File: config.mk
export PLATFORM = sky130hd
export DESIGN_NAME = uart_word_tx
export DESIGN_NICKNAME = d
export VERILOG_FILES = /design/src/rtl/uart_word_tx.sv
export SDC_FILE = /design/constraint.sdc
export NUM_CORES = 1
export LEC_CHECK = 0
export ABC_AREA = 1
export ABC_CLOCK_PERIOD_IN_PS = 2400
export CORE_ASPECT_RATIO = 0.5
export CORE_MARGIN = 5
export CORE_UTILIZATION = 55
export CTS_BUF_LIST = sky130_fd_sc_hd__clkbuf_8
export DETAILED_ROUTE_END_ITERATION = 8
export GPL_TIMING_DRIVEN = 0
export PLACE_DENSITY = 0.8
export SLEW_MARGIN = 20
export SYNTH_ARGS = -nofsm -noshare
export SYNTH_HDL_FRONTEND = slang
export SYNTH_SLANG_ARGS = --single-unit
export TNS_END_PERCENT = 5
File: constraint.sdc
create_clock -name clk -period 2.4 [get_ports clk]
set_input_delay 0.36 -clock clk [delete_from_list [all_inputs] [get_ports clk]]
set_output_delay 0.36 -clock clk [all_outputs]
set_load 0.005 [all_outputs]
File: src/rtl/uart_word_tx.sv
// uart_word_tx: serialises one DATA_W-bit word as back-to-back 8N1/8N2 UART frames.
// Define UART_PARITY_EN to insert an even-parity bit after each byte's data bits.
module uart_word_tx #(
  parameter int CLK_F     = 50_000_000,
  parameter int UART_BPS  = 115200,
  parameter int DATA_W    = 64,
  parameter int STOP_BITS = 1,
  parameter int MSB_FIRST = 0
) (
  input  logic              clk,
  input  logic              rst,
  input  logic [DATA_W-1:0] data_in,
  input  logic              data_valid,
  output logic              data_ready,
  output logic              uart_txd,
  output logic              busy,
  output logic              data_done
);

  localparam int CLK_GOAL = CLK_F / UART_BPS;
  localparam int NBYTES   = DATA_W / 8;
  localparam int TMR_W    = (CLK_GOAL > 1) ? $clog2(CLK_GOAL) : 1;
  localparam int BYTE_W   = (NBYTES > 1) ? $clog2(NBYTES) : 1;

`ifdef UART_PARITY_EN
  typedef enum logic [2:0] {S_IDLE, S_START, S_DATA, S_PARITY, S_STOP} state_t;
`else
  typedef enum logic [1:0] {S_IDLE, S_START, S_DATA, S_STOP} state_t;
`endif

  state_t              state_reg, state_next;
  logic [TMR_W-1:0]    timer_reg, timer_next;
  logic [2:0]          bit_idx_reg, bit_idx_next;
  logic [BYTE_W-1:0]   byte_idx_reg, byte_idx_next;
  logic                stop_idx_reg, stop_idx_next;
  logic [DATA_W-1:0]   shift_reg, shift_next;
  logic                done_reg, done_next;
  logic [7:0]          cur_byte;
  logic [DATA_W-1:0]   shift_adv;
  logic                bit_end;

  // The byte on the wire always sits at the outgoing end of the shift register.
  generate
    if (MSB_FIRST != 0) begin : g_msb
      assign cur_byte  = shift_reg[DATA_W-1 -: 8];
      assign shift_adv = shift_reg << 8;
    end else begin : g_lsb
      assign cur_byte  = shift_reg[7:0];
      assign shift_adv = shift_reg >> 8;
    end
  endgenerate

  assign bit_end = (timer_reg == TMR_W'(CLK_GOAL - 1));

  always_ff @(posedge clk) begin
    if (rst) begin
      state_reg    <= S_IDLE;
      timer_reg    <= '0;
      bit_idx_reg  <= '0;
      byte_idx_reg <= '0;
      stop_idx_reg <= 1'b0;
      shift_reg    <= '0;
      done_reg     <= 1'b0;
    end else begin
      state_reg    <= state_next;
      timer_reg    <= timer_next;
      bit_idx_reg  <= bit_idx_next;
      byte_idx_reg <= byte_idx_next;
      stop_idx_reg <= stop_idx_next;
      shift_reg    <= shift_next;
      done_reg     <= done_next;
    end
  end

  always_comb begin
    state_next    = state_reg;
    timer_next    = timer_reg;
    bit_idx_next  = bit_idx_reg;
    byte_idx_next = byte_idx_reg;
    stop_idx_next = stop_idx_reg;
    shift_next    = shift_reg;
    done_next     = 1'b0;

    if (state_reg != S_IDLE) begin
      timer_next = bit_end ? '0 : timer_reg + TMR_W'(1);
    end

    case (state_reg)
      S_IDLE: begin
        if (data_valid) begin
          state_next    = S_START;
          shift_next    = data_in;
          byte_idx_next = '0;
          timer_next    = '0;
        end
      end
      S_START: begin
        if (bit_end) begin
          state_next   = S_DATA;
          bit_idx_next = '0;
        end
      end
      S_DATA: begin
        if (bit_end) begin
          if (bit_idx_reg == 3'd7) begin
`ifdef UART_PARITY_EN
            state_next    = S_PARITY;
`else
            state_next    = S_STOP;
`endif
            stop_idx_next = 1'b0;
          end else begin
            bit_idx_next = bit_idx_reg + 3'd1;
          end
        end
      end
`ifdef UART_PARITY_EN
      S_PARITY: begin
        if (bit_end) begin
          state_next    = S_STOP;
          stop_idx_next = 1'b0;
        end
      end
`endif
      S_STOP: begin
        if (bit_end) begin
          if (stop_idx_reg == 1'(STOP_BITS - 1)) begin
            // Last stop period of this byte: either chain the next frame or finish the word.
            if (byte_idx_reg == BYTE_W'(NBYTES - 1)) begin
              state_next = S_IDLE;
              done_next  = 1'b1;
            end else begin
              state_next    = S_START;
              byte_idx_next = byte_idx_reg + BYTE_W'(1);
              shift_next    = shift_adv;
            end
          end else begin
            stop_idx_next = 1'b1;
          end
        end
      end
      default: state_next = S_IDLE;
    endcase
  end

  always_comb begin
    uart_txd = 1'b1;
    case (state_reg)
      S_START:  uart_txd = 1'b0;
      S_DATA:   uart_txd = cur_byte[bit_idx_reg];
`ifdef UART_PARITY_EN
      S_PARITY: uart_txd = ^cur_byte;
`endif
      default:  uart_txd = 1'b1;
    endcase
  end

  assign data_ready = (state_reg == S_IDLE);
  assign busy       = (state_reg != S_IDLE);
  assign data_done  = done_reg;

endmodule

# Yosys cells after proc, flatten, opt, wreduce, memory -nomap -nowiden
# Cells that the tools add are included.
word_totals:
  inputBits: 67
  word_cells: 72
  output_inout_bits: 4
  ff_bits: 83
classes:
  muxes: 35
  n_eq_ne: 14
  bitwise: 2
  order_cmp: 1
  add_sub_neg: 3
  n_reduce_logical: 10
ops:
  columns: ["operator", "count"]
  rows:
  - ["64-bit 2-to-1 mux", 4]
  - ["64-bit case mux with 2 select lines", 1]
  - ["9-bit 2-to-1 mux", 4]
  - ["3-bit 2-to-1 mux", 7]
  - ["2-bit != test, second input constant", 8]
  - ["2-bit 2-to-1 mux", 6]
  - ["3-bit case mux with 2 select lines", 2]
  - ["9-bit by 1-bit adder with 9-bit output, second input constant", 1]
  - ["9-bit == test, second input constant", 1]
  - ["2-bit case mux with 4 select lines", 1]
  - ["4-bit AND reduction", 2]
  - ["2-bit nonzero test", 4]
  - ["1-bit 2-to-1 mux", 7]
  - ["3-bit by 1-bit adder with 3-bit output, second input constant", 2]
  - ["3-bit == test, second input constant", 2]
  - ["6-bit AND reduction", 1]
  - ["5-bit AND reduction", 1]
  - ["2-bit == test, second input constant", 2]
  - ["3-bit by 4-bit less-than comparator with 1-bit output, second input constant", 1]
  - ["1-bit case mux with 2 select lines", 2]
  - ["4-bit OR reduction", 1]
  - ["1-bit binary-select mux with 3-bit select", 1]
  - ["2-bit by 1-bit == test with 1-bit output, second input constant", 1]
  - ["2-bit zero test", 1]
  - ["1-bit NOT", 2]

# Longest topological paths before layout
# Gate-level depths: netlist of run 1.
depth:
  depth_word: 5
  mapped_depth: 11
  ltp_nobuf: 10

# Worst setup path before layout of run 1
# OpenSTA, ideal clock, no wires.
synth_path:
  path_kind: "register to register"
  start: "register state_reg[0]"
  end: "register shift_reg[38]"
  path_buffers: 3
  arrival_time_ps: 1618
  required_time_ps: 2272
  slack_ps: 654
  path_stages_with_launch: 11
  period_less_slack_ps: 1746
  setup_time_ps: 128
  cell_sequence: "dfxtp_1 -> inv_1 -> ha_1 -> buf_4 -> nor2_1 -> a21oi_1 -> buf_2 -> buf_2 -> nand4_1 -> nand2_1 -> a21oi_1"
synth_via:
  elab_chain_cells: 3
  word_cells_on_any_way: 9
  classes_between: "5 x eq/ne; 1 x mux; 3 x reduce/logical"
synth_rtl:
  columns: ["item", "line", "source"]
  rows:
  - ["start: declaration", "31", "state_t state_reg, state_next;"]
  - ["start signal: assignment", "65", "state_reg <= state_next;"]
  - ["2-bit zero test (*)", null, null]
  - ["net data_ready", "14", "output logic data_ready,"]
  - ["2-bit != test (no line) or 2-bit nonzero test (tied branches)", null, null]
  - ["5-bit AND reduction (no line)", null, null]
  - ["end signal: assignment", "70", "shift_reg <= shift_next;"]
  - ["end: declaration", "36", "logic [DATA_W-1:0] shift_reg, shift_next;"]
# The timed path passes the listed nets; every way through them passes the cells marked *.
# A chain may end at the register's enable or synchronous reset.

# Worst setup path after layout of run 1
layout_path:
  start: "register state_reg[0]"
  end: "output uart_txd"
layout_via:
  elab_chain_cells: 2
  word_cells_on_any_way: 3
  classes_between: "2 x eq/ne; 1 x mux"
layout_rtl:
  columns: ["item", "line", "source"]
  rows:
  - ["2-bit == test or 2-bit by 1-bit == test with 1-bit output (tied branches)", "148", "case (state_reg)"]
  - ["1-bit case mux with 2 select lines (*)", "148", null]
  - ["end: declaration", "15", "output logic uart_txd,"]
# Every way passes the cells marked *; elsewhere a longest branch is shown, timed or not.

==> run_summary.xml, run 1 <==
<?xml version="1.0" encoding="UTF-8"?>
<metrics>
  <group name="run_status">
    <metric name="run_status" unit="">finished, final reports clean</metric>
  </group>
  <group name="power_and_ir_drop">
    <metric name="report.power.total" unit="mW">6.25</metric>
    <metric name="p_per_area" unit="nW/µm²">1120</metric>
    <metric name="leakage_power_of_the_design" unit="nW">2.33</metric>
    <metric name="peakVddDrop" unit="µV">509</metric>
  </group>
  <group name="final_layout">
    <metric name="largest_register_ff_count" unit="">64</metric>
    <metric name="drive_above_1_share" unit="">0.121</metric>
    <metric name="nNetsFinal" unit="">789</metric>
    <metric name="finish.cell_count_without_fillers" unit="">829</metric>
    <metric name="ff_latch_area" unit="µm²">1640</metric>
    <metric name="antenna_cells" unit="">0</metric>
    <metric name="area_delta_synth_final" unit="%">22.6</metric>
    <metric name="fillerInstances" unit="">699</metric>
    <metric name="multi_input_gate_area" unit="µm²">2350</metric>
  </group>
  <group name="placed_design">
    <metric name="place_hpwl" unit="µm">8820</metric>
    <metric name="portBuffers" unit="">69</metric>
    <metric name="place_congestion" unit="">0.925</metric>
    <metric name="place_inst" unit="">813</metric>
    <metric name="dp_slack" unit="ns">0.187</metric>
  </group>
  <group name="synth">
    <metric name="synth_sequential_area_ratio" unit="">0.360</metric>
    <metric name="syn-cell-area" unit="µm²">4560</metric>
    <metric name="postSynth.asyncResetShare" unit="">0</metric>
    <metric name="synth_area_per_cell" unit="µm²">7.21</metric>
    <metric name="count_of_flip_flops_with_a_built_in_enable_after_synthesis" unit="">0</metric>
    <metric name="syn_inst" unit="">632</metric>
    <metric name="ys.warnings.count" unit="">0</metric>
    <metric name="post_synth_num_cell_types" unit="">30</metric>
    <metric name="ys_dominant_reg_cell" unit="">sky130_fd_sc_hd__dfxtp_1</metric>
    <metric name="syn_nets" unit="">709</metric>
    <metric name="synth-seq-cells" unit="">82</metric>
  </group>
  <group name="drt">
    <metric name="routed-via-count" unit="">4473</metric>
    <metric name="post_detailed_route_via_to_cell_ratio" unit="">5.40</metric>
    <metric name="route.antenna.remaining_nets" unit="">0</metric>
    <metric name="wirelength" unit="µm">11900</metric>
    <metric name="drt_pass_1_iters" unit="">5</metric>
    <metric name="wl_per_cell" unit="µm">14.4</metric>
    <metric name="drc" unit="">0</metric>
    <metric name="drt-initial-drc-count" unit="">285</metric>
  </group>
  <group name="global_route">
    <metric name="grt_first_pass_wirelength" unit="µm">19800</metric>
    <metric name="grt-ovfl-total" unit="">0</metric>
    <metric name="track_usage" unit="">0.238</metric>
    <metric name="grt_pass1_vias" unit="">4209</metric>
    <metric name="grt_max_degree" unit="">14</metric>
    <metric name="grt_antenna_before_repair" unit="">0</metric>
  </group>
  <group name="timing">
    <metric name="holdWs" unit="ns">0.362</metric>
    <metric name="worst-slew-pin-transition" unit="ns">0.557</metric>
    <metric name="setup_ws" unit="ns">0.0449</metric>
    <metric name="setup_violations" unit="">0</metric>
    <metric name="rsz_0062_raised_after_global_routing" unit="">yes</metric>
    <metric name="final-max-slew-violation-count" unit="">0</metric>
    <metric name="maxSlewHeadroom" unit="">0.629</metric>
    <metric name="final-hold-violation-count" unit="">0</metric>
    <metric name="final_min_period_over_clock_period" unit="">0.981</metric>
    <metric name="period_needed" unit="ns">2.36</metric>
    <metric name="timing.setup.tns" unit="ns">0</metric>
    <metric name="fin_skew" unit="ns">0.0107</metric>
    <metric name="timing.fmax" unit="MHz">425</metric>
  </group>
  <group name="worst_setup_path">
    <metric name="timing.critical_path.required" unit="ns">2.04</metric>
    <metric name="category_of_the_worst_setup_path_capture_point" unit="">output pin</metric>
    <metric name="critical_path.startpoint_type" unit="">register</metric>
    <metric name="critPathMaxFanout" unit="">7</metric>
    <metric name="critPathArrivalTime" unit="ns">2.00</metric>
    <metric name="setup.reg_to_reg.worst_slack" unit="ns">0.30</metric>
    <metric name="critical_path_class" unit="">reg2out</metric>
  </group>
  <group name="clock_tree">
    <metric name="cts_tree" unit="">done</metric>
    <metric name="cts_hold_buf" unit="">0</metric>
    <metric name="post_cts_resize_count" unit="">2</metric>
    <metric name="cts_htree_levels" unit="">3</metric>
    <metric name="root_buffer_cell" unit="">sky130_fd_sc_hd__clkbuf_8</metric>
    <metric name="cts.sink_count" unit="">82</metric>
    <metric name="clk_transition_reported_paths" unit="ns">0.09</metric>
    <metric name="later_pin_clock_latency_in_the_skew_report" unit="ns">0.37</metric>
    <metric name="numCtsBuffers" unit="">9</metric>
    <metric name="cts.repair_timing.setup_buffer_count" unit="">0</metric>
    <metric name="clk_path_buf_depth" unit="">2</metric>
  </group>
  <group name="floorplanning">
    <metric name="io_pins" unit="">71</metric>
    <metric name="start_util" unit="">0.568</metric>
    <metric name="design.core.area" unit="µm²">8030</metric>
    <metric name="die_area" unit="µm²">10300</metric>
    <metric name="die_h" unit="µm">74.4</metric>
    <metric name="placementRows" unit="">23</metric>
    <metric name="die_w" unit="µm">139</metric>
  </group>
  <group name="worst_hold_path">
    <metric name="class_of_the_most_critical_hold_timing_path" unit="">in2reg</metric>
  </group>
  <group name="run">
    <metric name="max_cap_violations" unit="">0</metric>
  </group>
</metrics>
## metrics by stage
stage / instance area, µm² / utilization
after floorplan: 4560 / -
after global placement: 5390 / 0.671
after detailed placement: 5390 / 0.671
after CTS: 5580 / 0.695
after global routing: 5590 / 0.696
final: 5590 / 0.696
## per-layer routing
layer  global-route usage  up-vias  routed length [µm]
li1                     -     2248                   -
met3               0.0617       23                 832
met4               0.0868        0                 246
met5                    0        -                   0
met2                0.400      151                5510
met1                0.303     2051                5320
## Yosys cell counts, types with 5 or more instances
library cell / n / area, µm²
sky130_fd_sc_hd__buf_4: 10 / 75.1
sky130_fd_sc_hd__dfxtp_1: 82 / 1640
sky130_fd_sc_hd__clkbuf_1: 17 / 63.8
sky130_fd_sc_hd__buf_2: 9 / 45.0
sky130_fd_sc_hd__inv_2: 5 / 18.8
sky130_fd_sc_hd__nand4_1: 67 / 419
sky130_fd_sc_hd__o21ai_0: 6 / 30.0
sky130_fd_sc_hd__inv_1: 75 / 282
sky130_fd_sc_hd__a21oi_2: 30 / 263
sky130_fd_sc_hd__buf_6: 5 / 56.3
sky130_fd_sc_hd__nand3_1: 12 / 60.1
sky130_fd_sc_hd__o21a_1: 49 / 368
sky130_fd_sc_hd__ha_1: 10 / 125
sky130_fd_sc_hd__nand2_1: 154 / 578
sky130_fd_sc_hd__buf_1: 8 / 30.0
sky130_fd_sc_hd__nor2_1: 14 / 52.6
sky130_fd_sc_hd__a21oi_1: 53 / 265
sky130_fd_sc_hd__a21boi_0: 8 / 60.1
## final cells by class
cell class	count	area share
multi-input combinational	421	0.421
sequential	82	0.294
timing repair buffer	69	0.124
inverter	80	0.0537
buffer	49	0.0484
clock buffer	12	0.0296
tap	112	0.0251
clock inverter	4	0.00448
## path summary, 6_finish.rpt
path	from	cells past startpoint	end
setup / recovery	state_reg[0]	5	uart_txd
hold / removal	data_valid	3	shift_reg[62]
setup reg to reg	state_reg[0]	10	shift_reg[39]
hold reg to reg	shift_reg[0]	2	shift_reg[0]
## power breakdown
part / internal [mW] / switching, mW / total (mW)
Combinational: 1.24 / 2.07 / 3.32
Clock: 0.457 / 0.515 / 0.972
Sequential: 1.82 / 0.147 / 1.97
## cells in the final DEF, fill, tap and decap left out, drive strengths merged
| cell | n |
|---|---|
| nor4 | 1 |
| nor2 | 17 |
| inv | 80 |
| clkbuf | 29 |
| clkinv | 2 |
| ha | 10 |
| o21ai | 6 |
| dfxtp | 82 |
| a21boi | 8 |
| a21oi | 83 |
| clkinvlp | 2 |
| o22ai | 1 |
| o21a | 49 |
| buf | 32 |
| nand3 | 13 |
| nand4 | 67 |
| nand2 | 157 |
| o21bai | 1 |
| nor3 | 2 |
| clkdlybuf4s50 | 69 |
| xor2 | 1 |
| a211oi | 2 |
| o211ai | 1 |
| or2 | 2 |
## critical path: stages, from the launching register on
cell and delay, ns:
sky130_fd_sc_hd__dfxtp_2 0.36, sky130_fd_sc_hd__inv_1 0.09, sky130_fd_sc_hd__ha_2 0.25, sky130_fd_sc_hd__or2_2 0.34, sky130_fd_sc_hd__nand2_1 0.10, sky130_fd_sc_hd__clkdlybuf4s50_1 0.50
## logic make-up (layout without fill, tap and decap cells)
| group | count (synthesis) | after routing | synth area share |
|---|---|---|---|
| DFF | 82 | 82 | 0.360 |
| and+or+nand+nor | 259 | 259 | 0.261 |
| adders and majority gates | 10 | 10 | 0.0274 |
| AOI/OAI and AO/OA | 151 | 151 | 0.224 |
| buffers and inverters | 129 | 214 | 0.125 |
| xor gates and xnor gates | 1 | 1 | 0.00192 |
Power figures use the tool's default switching activity.
==> inputs of run 2 (changes only) <==
- ABC_AREA: 1 -> default
- CORE_UTILIZATION: 55 -> 54
- PLACE_DENSITY: 0.8 -> 0.82
- SKIP_LAST_GASP: default -> 1
==> run 2 against run 1 <==
Compared with the run above: sequential share of layout area grew 5.6 points; critical path depth fell by 1; die area fell by 16%; cell count fell by 31%; highest routed layer unchanged; utilization grew 1.0 points; global-route usage decreased by 2.3 points; area after synthesis fell by 19%; synthesized cell count is 38% lower; largest power group is now registers.
==> run_summary.xml, run 2 <==
<?xml version="1.0" encoding="UTF-8"?>
<metrics>
  <group name="floorplanning">
    <metric name="die_w" unit="µm">127</metric>
    <metric name="io_pins" unit="">71</metric>
    <metric name="die_h" unit="µm">68.4</metric>
    <metric name="design.core.area" unit="µm²">6650</metric>
    <metric name="start_util" unit="">0.554</metric>
    <metric name="placementRows" unit="">21</metric>
    <metric name="die_area" unit="µm²">8670</metric>
  </group>
  <group name="drt">
    <metric name="route.antenna.remaining_nets" unit="">0</metric>
    <metric name="wirelength" unit="µm">8840</metric>
    <metric name="drt-initial-drc-count" unit="">272</metric>
    <metric name="wl_per_cell" unit="µm">15.5</metric>
    <metric name="routed-via-count" unit="">3208</metric>
    <metric name="drc" unit="">0</metric>
    <metric name="post_detailed_route_via_to_cell_ratio" unit="">5.64</metric>
    <metric name="drt_pass_1_iters" unit="">4</metric>
  </group>
  <group name="final_layout">
    <metric name="layout_commonest_cell" unit="">sky130_fd_sc_hd__nor2_1</metric>
    <metric name="multi_input_gate_area" unit="µm²">1860</metric>
    <metric name="commonest_non_fill_non_tap_cells_in_the_layout" unit="">sky130_fd_sc_hd__nor2_1, sky130_fd_sc_hd__dfxtp_1, sky130_fd_sc_hd__clkdlybuf4s50_1</metric>
    <metric name="postLayoutCellArea" unit="µm²">4690</metric>
    <metric name="ff_latch_area" unit="µm²">1640</metric>
    <metric name="nNetsFinal" unit="">549</metric>
    <metric name="area_delta_synth_final" unit="%">27.4</metric>
    <metric name="drive_above_1_share" unit="">0.138</metric>
    <metric name="antenna_cells" unit="">0</metric>
    <metric name="fillerInstances" unit="">544</metric>
    <metric name="largest_register_ff_count" unit="">64</metric>
  </group>
  <group name="placed_design">
    <metric name="dpl-instance-area" unit="µm²">4490</metric>
    <metric name="place_hpwl" unit="µm">6660</metric>
    <metric name="place_congestion" unit="">0.841</metric>
    <metric name="portBuffers" unit="">69</metric>
  </group>
  <group name="synth">
    <metric name="syn_inst" unit="">393</metric>
    <metric name="synth.most_common_cell" unit="">sky130_fd_sc_hd__nor2_1</metric>
    <metric name="synthTopCellsByArea" unit="">sky130_fd_sc_hd__dfxtp_1, sky130_fd_sc_hd__nor2_1, sky130_fd_sc_hd__o221a_1</metric>
    <metric name="synth_sequential_area_ratio" unit="">0.446</metric>
    <metric name="post_synth_num_cell_types" unit="">43</metric>
    <metric name="syn-cell-area" unit="µm²">3680</metric>
    <metric name="count_of_flip_flops_with_a_built_in_enable_after_synthesis" unit="">0</metric>
    <metric name="ys_top_cells_by_count" unit="">sky130_fd_sc_hd__nor2_1, sky130_fd_sc_hd__dfxtp_1, sky130_fd_sc_hd__o221a_1</metric>
    <metric name="synth_area_per_cell" unit="µm²">9.37</metric>
    <metric name="ys_dominant_reg_cell" unit="">sky130_fd_sc_hd__dfxtp_1</metric>
    <metric name="syn_nets" unit="">470</metric>
    <metric name="ys.warnings.count" unit="">0</metric>
    <metric name="netlist.top_cell.by_area" unit="">sky130_fd_sc_hd__dfxtp_1</metric>
    <metric name="synth-seq-cells" unit="">82</metric>
    <metric name="fraction_of_post_synthesis_cell_area_in_the_top_cell_type_by_area" unit="">0.446</metric>
    <metric name="postSynth.asyncResetShare" unit="">0</metric>
  </group>
  <group name="power_and_ir_drop">
    <metric name="cellInternalPower" unit="mW">2.96</metric>
    <metric name="p_per_area" unit="nW/µm²">945</metric>
    <metric name="p_switching" unit="mW">1.48</metric>
    <metric name="power.combinational.fraction" unit="">0.329</metric>
    <metric name="leakage_power_of_the_design" unit="nW">1.83</metric>
    <metric name="power.share.sequential" unit="">0.440</metric>
    <metric name="p_sw_frac" unit="">0.333</metric>
    <metric name="clock_power_share" unit="">0.230</metric>
    <metric name="peakVddDrop" unit="µV">445</metric>
  </group>
  <group name="worst_setup_path">
    <metric name="category_of_the_worst_setup_path_capture_point" unit="">output pin</metric>
    <metric name="critPathMostFrequentCell" unit="">sky130_fd_sc_hd__mux2i_1</metric>
    <metric name="critical_path.startpoint_type" unit="">register</metric>
    <metric name="regToRegEndpoint" unit="">shift_reg[57]</metric>
    <metric name="reg2reg_start" unit="">state_reg[0]</metric>
    <metric name="cpPeakStageDelay" unit="ns">0.51</metric>
    <metric name="critPathArrivalTime" unit="ns">1.95</metric>
    <metric name="critPathMaxFanout" unit="">5</metric>
    <metric name="worstRegToRegCells" unit="">6</metric>
    <metric name="critPathSlowestCell" unit="">sky130_fd_sc_hd__mux4_2</metric>
    <metric name="setup.reg_to_reg.worst_slack" unit="ns">0.32</metric>
    <metric name="timing.critical_path.required" unit="ns">2.04</metric>
    <metric name="critical_path_class" unit="">reg2out</metric>
    <metric name="critical_path.cell_chain" unit="">mux4_2 -&gt; mux2i_1 -&gt; mux2i_1 -&gt; clkdlybuf4s50_1</metric>
  </group>
  <group name="global_route">
    <metric name="track_usage" unit="">0.215</metric>
    <metric name="grt_max_degree" unit="">14</metric>
    <metric name="grt_antenna_before_repair" unit="">0</metric>
    <metric name="grt-ovfl-total" unit="">0</metric>
    <metric name="grt_pass1_vias" unit="">3090</metric>
    <metric name="grt_first_pass_wirelength" unit="µm">14600</metric>
  </group>
  <group name="clock_tree">
    <metric name="numCtsBuffers" unit="">9</metric>
    <metric name="cts_htree_levels" unit="">3</metric>
    <metric name="clk_path_buf_depth" unit="">2</metric>
    <metric name="clk_transition_reported_paths" unit="ns">0.08</metric>
    <metric name="cts_tree" unit="">done</metric>
    <metric name="cts.sink_count" unit="">82</metric>
    <metric name="root_buffer_cell" unit="">sky130_fd_sc_hd__clkbuf_8</metric>
    <metric name="later_pin_clock_latency_in_the_skew_report" unit="ns">0.36</metric>
  </group>
  <group name="timing">
    <metric name="final-max-slew-violation-count" unit="">0</metric>
    <metric name="final_min_period_over_clock_period" unit="">0.963</metric>
    <metric name="period_needed" unit="ns">2.31</metric>
    <metric name="setup_violations" unit="">0</metric>
    <metric name="timing.fmax" unit="MHz">432</metric>
    <metric name="maxSlewHeadroom" unit="">0.598</metric>
    <metric name="worst-slew-pin-transition" unit="ns">0.601</metric>
    <metric name="holdWs" unit="ns">0.481</metric>
    <metric name="final-hold-violation-count" unit="">0</metric>
    <metric name="fin_skew" unit="ns">0.00899</metric>
    <metric name="rsz_0062_raised_after_global_routing" unit="">yes</metric>
  </group>
  <group name="worst_hold_path">
    <metric name="hold_start" unit="">byte_idx_reg[2]</metric>
    <metric name="class_of_the_most_critical_hold_timing_path" unit="">reg2reg</metric>
    <metric name="hold_ep" unit="">byte_idx_reg[2]</metric>
    <metric name="min_path_cells" unit="">2</metric>
  </group>
  <group name="run">
    <metric name="max_cap_violations" unit="">0</metric>
  </group>
  <group name="run_status">
    <metric name="run_status" unit="">finished, final reports clean</metric>
  </group>
</metrics>
run 2: what timing repair did:
item,in CTS,in global routing
endpoints found under the setup margin,1,2
buffers inserted,0,0
hold buffers,0,0
resized for setup,1,3
run 2: worst max-delay path, delay by kind of cell (launching register included):
family                 cells  cell delay [ns]
multiplexers               3             0.74
flip-flops                 1             0.40
buffers and inverters      1             0.45
run 2: cell type report:
class | count | area share
clock inverters | 5 | 0.0115
flip-flops and latches | 82 | 0.350
repair buffers | 69 | 0.147
clock buffers | 11 | 0.0323
well taps | 92 | 0.0245
multi-input cells | 275 | 0.395
plain buffers | 31 | 0.0360
inverters | 4 | 0.00320
run 2: power groups by stage:
stage          Sequential, mW  Clock, mW  Combinational [mW]
3_5_place_dp             1.97          0                1.46
5_1_grt                  1.98       1.11                1.63
6_report                 1.95       1.02                1.46
3_3_place_gp             1.96          0                1.42
4_1_cts                  1.95       1.04                1.47
2_1_floorplan            1.88          0                1.05
run 2: how the worst max path moves through the flow:
stage	slack [ns]	from	to	cells after the start
after global routing	-0.009	bit_idx_reg[0]	uart_txd	4
after CTS	0.003	state_reg[0]	busy	5
after global placement	0.27	data_valid	shift_reg[63]	5
after floorplan	0.69	byte_idx_reg[0]	shift_reg[0]	7
after detailed placement	0.25	data_valid	shift_reg[57]	5
final	0.09	bit_idx_reg[0]	uart_txd	4
run 2: routing by layer:
layer,track usage,vias to the layer above,part of all wire
met2,0.376,75,0.48
li1,-,1600,-
met5,0,-,0
met4,0.0789,0,0.018
met3,0.0608,13,0.048
met1,0.258,1520,0.45
run 2: cells by family (layout without fill, tap and decap cells):
family	after synthesis	count (layout)	share of synthesized area
AO/OA/AOI/OAI	85	85	0.229
XOR/XNOR	1	1	0.00238
adder cells (fa/ha/maj)	10	10	0.0340
buffers and inverters	36	120	0.0506
flip-flops	82	82	0.446
multiplexers	7	7	0.0258
AND/OR/NAND/NOR	172	172	0.213
run 2: through the flow:
step / instances / power (mW) / utilization / setup TNS, ns / setup slack (ns)
after floorplan: 393 / 2.92 / - / 0 / 0.688
after global placement: 554 / 3.39 / 0.675 / 0 / 0.273
after detailed placement: 554 / 3.44 / 0.675 / 0 / 0.254
after CTS: 569 / 4.45 / 0.706 / 0 / 0.00271
after global routing: 569 / 4.71 / 0.706 / -0.00861 / -0.00861
final: 569 / 4.43 / 0.706 / 0 / 0.0878
==> inputs of run 3 (changes only) <==
- SLEW_MARGIN: 20 -> 0
==> results of run 3 <==
Final layout, timing and power as in run 2 (identical DEF).
